File: config.mk
export PLATFORM = sky130hd
export DESIGN_NAME = delay_pipe_ctrl_flat
export DESIGN_NICKNAME = d
export VERILOG_FILES = /design/src/rtl/delay_pipe_ctrl_if.sv /design/src/rtl/delay_pipe_ctrl.sv /design/src/flat_wrapper.sv
export SDC_FILE = /design/constraint.sdc
export NUM_CORES = 1
export LEC_CHECK = 0
export ABC_AREA = 0
export BUFFER_PORTS_ARGS = -buffer_cell sky130_fd_sc_hd__buf_2
export CORE_MARGIN = 2
export CORE_UTILIZATION = 35
export CTS_BUF_LIST = sky130_fd_sc_hd__clkbuf_4 sky130_fd_sc_hd__clkbuf_8
export DETAILED_ROUTE_END_ITERATION = 10
export PLACE_DENSITY = 0.63
export SYNTH_ARGS = -nofsm -noshare
export SYNTH_HDL_FRONTEND = slang
export SYNTH_SLANG_ARGS = --single-unit
export TNS_END_PERCENT = 5
File: constraint.sdc
create_clock -name clk -period 2.3 [get_ports clk]
set_input_delay 0.46 -clock clk [delete_from_list [all_inputs] [get_ports clk]]
set_output_delay 0.46 -clock clk [all_outputs]
set_load 0.05 [all_outputs]
File: src/rtl/delay_pipe_ctrl_if.sv
// Elastic in/out handshake between the delay-pipe controller and its neighbours.
// The slave modport is the controller's view; master is the surrounding datapath.
interface delay_pipe_ctrl_if;
  logic in_valid;
  logic in_ready;
  logic out_valid;
  logic out_ready;

  modport master (
    output in_valid,
    output out_ready,
    input  in_ready,
    input  out_valid
  );

  modport slave (
    input  in_valid,
    input  out_ready,
    output in_ready,
    output out_valid
  );
endinterface

File: src/rtl/delay_pipe_ctrl.sv
// Valid/ready flow controller for a bank of stallable fixed-depth delay lines:
// tracks per-stage validity, drives the shared stall and sequences frames.
module delay_pipe_ctrl #(
  parameter int DELAY = 10,
  parameter int CNT_W = 16,
  parameter int OCC_W = $clog2(DELAY + 1)
) (
  input  logic             clk,
  input  logic             rstn,
  input  logic             start,
  input  logic [CNT_W-1:0] frame_len,
  input  logic             flush,
  delay_pipe_ctrl_if.slave hs,
  output logic             stall,
  output logic             busy,
  output logic             done,
  output logic [OCC_W-1:0] occupancy
);

  typedef enum logic [1:0] {
    S_IDLE,
    S_LOAD,
    S_DRAIN,
    S_DONE
  } state_t;

  state_t             state_q, state_d;
  logic [DELAY-1:0]   vld_q, vld_d;
  logic [CNT_W-1:0]   rem_q, rem_d;
  logic [OCC_W-1:0]   occ_q, occ_d;

  logic               active;
  logic               stall_int;
  logic               accept;
  logic               xfer;
  logic [DELAY-1:0]   vld_shift;

  assign active    = (state_q == S_LOAD) || (state_q == S_DRAIN);
  assign hs.out_valid = active & vld_q[DELAY-1];
  // Freeze the whole bank only while an undelivered token sits at the output.
  assign stall_int = active ? (vld_q[DELAY-1] & ~hs.out_ready) : 1'b1;
  assign hs.in_ready = (state_q == S_LOAD) & ~stall_int;
  assign accept    = hs.in_valid & hs.in_ready;
  assign xfer      = hs.out_valid & hs.out_ready;

  assign stall     = stall_int;
  assign busy      = (state_q != S_IDLE);
  assign done      = (state_q == S_DONE);
  assign occupancy = occ_q;

  assign vld_shift[0] = accept;
  generate
    for (genvar gi = 1; gi < DELAY; gi++) begin : g_shift
      assign vld_shift[gi] = vld_q[gi-1];
    end
  endgenerate

  always_comb begin
    state_d = state_q;
    vld_d   = vld_q;
    rem_d   = rem_q;
    occ_d   = occ_q;
    if (flush) begin
      state_d = S_IDLE;
      vld_d   = '0;
      rem_d   = '0;
      occ_d   = '0;
    end else begin
      if (active && !stall_int) begin
        vld_d = vld_shift;
      end
      occ_d = occ_q + OCC_W'(accept) - OCC_W'(xfer);
      case (state_q)
        S_IDLE: begin
          if (start) begin
            if (frame_len != '0) begin
              rem_d   = frame_len;
              state_d = S_LOAD;
            end else begin
              state_d = S_DONE;
            end
          end
        end
        S_LOAD: begin
          if (accept) begin
            rem_d = rem_q - CNT_W'(1);
            if (rem_q == CNT_W'(1)) begin
              state_d = S_DRAIN;
            end
          end
        end
        S_DRAIN: begin
          if (occ_q == '0) begin
            state_d = S_DONE;
          end
        end
        S_DONE: begin
          state_d = S_IDLE;
        end
        default: begin
          state_d = S_IDLE;
        end
      endcase
    end
  end

  always_ff @(posedge clk or negedge rstn) begin
    if (!rstn) begin
      state_q <= S_IDLE;
      vld_q   <= '0;
      rem_q   <= '0;
      occ_q   <= '0;
    end else begin
      state_q <= state_d;
      vld_q   <= vld_d;
      rem_q   <= rem_d;
      occ_q   <= occ_d;
    end
  end

endmodule

File: src/flat_wrapper.sv
// flat-port wrapper written by rule: the top's interface ports become plain ports
module delay_pipe_ctrl_flat 
#(
  parameter int DELAY = 10,
  parameter int CNT_W = 16,
  parameter int OCC_W = $clog2(DELAY + 1)
)
  (clk, rstn, start, frame_len, flush, stall, busy, done, occupancy, hs_in_valid, hs_out_ready, hs_in_ready, hs_out_valid);
  delay_pipe_ctrl_if hs_i ();
  input  logic clk;
  input  logic rstn;
  input  logic start;
  input  logic [CNT_W-1:0] frame_len;
  input  logic flush;
  output logic stall;
  output logic busy;
  output logic done;
  output logic [OCC_W-1:0] occupancy;
  input wire logic [$bits(hs_i.in_valid)-1:0] hs_in_valid;
  input wire logic [$bits(hs_i.out_ready)-1:0] hs_out_ready;
  output wire logic [$bits(hs_i.in_ready)-1:0] hs_in_ready;
  output wire logic [$bits(hs_i.out_valid)-1:0] hs_out_valid;
  assign hs_i.in_valid = hs_in_valid;
  assign hs_i.out_ready = hs_out_ready;
  assign hs_in_ready = hs_i.in_ready;
  assign hs_out_valid = hs_i.out_valid;
  delay_pipe_ctrl #(.DELAY(DELAY), .CNT_W(CNT_W), .OCC_W(OCC_W)) u_core (.clk(clk), .rstn(rstn), .start(start), .frame_len(frame_len), .flush(flush), .hs(hs_i), .stall(stall), .busy(busy), .done(done), .occupancy(occupancy));
endmodule
==> reports/qor.yml <==
antenna_found_initial: 0
via_count: 1864
synthSimpleGateAreaFrac: 0.233
drive_gt1_frac: 0.253
synth_area_leader_cell: "dfrtp_1"
first_pass_iters: 4
cpMostUsedCell: "buf_6"
final_antenna_net_count: 0
finalCriticalPeriod_ns: 2.21
synth.area.mux_share: 0.0220
hold_viol: 0
powerDensity_nw_per_um2: 1290
area_growth_pct: 23.9
r2r-start: "u_core.rem_q[0]"
drc: 0
clock_sinks: 32
cp_cell_sequence: "inv_1 -> ha_4 -> and2_1 -> buf_6 -> clkinvlp_4 -> nor2_4 -> buf_6"
ys.flop_type: "dfrtp_1"
worst_hold_slack_ns: 0.238
htree_levels: 2
startpoint_type: "register"
syn_area_per_cell_um2: 8.47
worstMarginPinSlew_ns: 0.753
ys_warn_count: 0
min_path_type: "in2async"
synth_area_leaders: "dfrtp_1 39%, a21oi_1 7.1%, ha_1 6.7%"
syn_area_um2: 2050
clock_skew_ns: 0.00238
rsz0062_at_grt: "false"
peakVddDrop_v: 0.000465
die_x_um: 80.5
ios: 31
place_congestion: 0.827
synth_compound_gate_area_share: 0.194
syn-num-nets: 276
ys_seq_elements: 32
status: "complete, no violations"
via_per_inst: 5.22
critPathLaunch: "u_core.state_q[1]"
clk_transition_reported_paths_ns: 0.07
core.rowCount: 27
maxSlewViolCount: 0
wl_per_cell_um: 14.4
finalSetupTns_ns: 0
cp.required_ns: 1.84
core_um2: 5570
drv_cap: 0
synth-adder-area-share: 0.0769
grt_pass1_vias: 1841
grt_max_degree: 33
drt_iter0_drc: 93
synth_top_family_by_area: "simple AND/OR/NAND/NOR gates"
fin_area_um2: 2540
grt_overflow_total: 0
synth_edf_count: 0
crit_slowest_cell: "dfrtp_1"
slowest_delay_ns: 0.36
hold_buffers: 0
root_buffer: "clkbuf_8"
start_util: 0.368
cts_tree: "done"
reg2reg_setup_slack_ns: 0.13
dpl-instance-area_um2: 2330
rr_worst_depth: 5
synth_xor_area_frac: 0.0214
setup.worst_path.class: "reg2out"
clock_latency_ns: 0.28
final-setup-viol-count: 0
fp.dieArea_um2: 6480
post-route-period-util: 0.960
cp.arrival_ns: 1.75
cts_buffers: 5
yosysSeqAreaShare: 0.391
relSlewSlack: 0.498
r2r_end: "u_core.state_q[1]"
portBuffers: 30
grt_usage: 0.173
worstPathMaxFanout: 6
cts.path.max_buffers: 2
endpoint: "hs_in_ready"
final_nets: 318
ys_types: 41
hpwl_um: 3630
final_cell_mix: "32 x dfrtp_1, 29 x a21oi_1, 28 x buf_2"
wl_um: 5140
grt_pass1_wl_um: 8660
diodes: 0
synth_top_area_share: 0.391
max_freq_ghz: 0.453
end_kind: "output pin"
syn_inst: 242
power_leakage_uw: 0.00119
final_common_cell: "dfrtp_1"
dieHeight_um: 80.5
synthArstFlopShare: 1.00
==> cells in the mapped netlist (5+ instances only) <==
cell	count
clkbuf_1	13
nand2_1	22
ha_1	11
nor3_1	9
dfrtp_1	32
nor2_1	25
o21ai_0	10
a21oi_1	29
inv_1	19
xnor2_1	5
and3_1	6
o31ai_1	8
==> worst min-delay path by stage <==
stage	startpoint	endpoint	slack (ns)	cells past startpoint
final	rstn	u_core.vld_q[3]	0.24	1
after global routing	rstn	u_core.occupancy[3]	0.31	1
after CTS	rstn	u_core.vld_q[3]	0.27	1
after detailed placement	u_core.vld_q[0]	u_core.vld_q[0]	0.51	2
after global placement	u_core.vld_q[0]	u_core.vld_q[0]	0.50	2
after floorplan	rstn	u_core.occupancy[0]	0.16	0
==> layout make-up <==
cell class,instances,area (µm²)
sequential,32,801
fill,550,3040
clock inverter,1,30.0
clock buffer,7,96.3
multi-input combinational,177,1140
timing repair buffer,49,305
tap,72,90.1
inverter,19,75.1
==> timing repair <==
item	in CTS	in global routing
resized for setup	3	4
buffers inserted	2	4
endpoints found under the setup margin	2	7
==> per-layer routing <==
metal  global-route usage  share of wire  vias up
li1                     -              -      940
met1                0.235           0.48      870
met2                0.269           0.46       45
met3               0.0348          0.044        9
met4               0.0678          0.020        0
met5                    0              0        -
==> flip-flops by register name (all words and copies together), names as in the netlist <==
name / count
u_core.rem_q: 16
u_core.vld_q: 10
u_core.state_q: 2
u_core.occupancy: 4
==> where the power goes <==
| part | switching, µW | leakage (µW) | internal [µW] | total, µW |
|---|---|---|---|---|
| clock | 219 | 0.0000645 | 382 | 601 |
| combinational | 1040 | 0.000692 | 780 | 1820 |
| sequential | 153 | 0.000433 | 710 | 863 |
| total | 1410 | 0.00119 | 1870 | 3280 |
==> cell families (layout without fill, tap and decap cells) <==
family	count (synthesis)	in the layout
simple gates	91	91
compound gates	65	65
buf+inv	33	76
flops	32	32
fa+ha+maj	12	12
xor+xnor	5	5
mux	4	4
==> per-stage QoR <==
| stage | total power [µW] | util | worst slack (ns) | cells |
|---|---|---|---|---|
| global placement | 2490 | 0.419 | 0.127 | 343 |
| floorplan | 2040 | - | 0.0955 | 242 |
| finish | 3280 | 0.455 | 0.0929 | 357 |
| global route | 3550 | 0.455 | 0.00108 | 357 |
| CTS | 3160 | 0.446 | 0.0420 | 353 |
| detailed placement | 2510 | 0.419 | 0.0782 | 343 |
==> worst max-delay path: cells and delay by family, from the launching register on <==
family	cells	cell delay, ns
adders and majority gates	1	0.29
buffers and inverters	4	0.53
DFF	1	0.36
and+or+nand+nor	2	0.28
No activity file was read; power rests on OpenSTA's default activity.
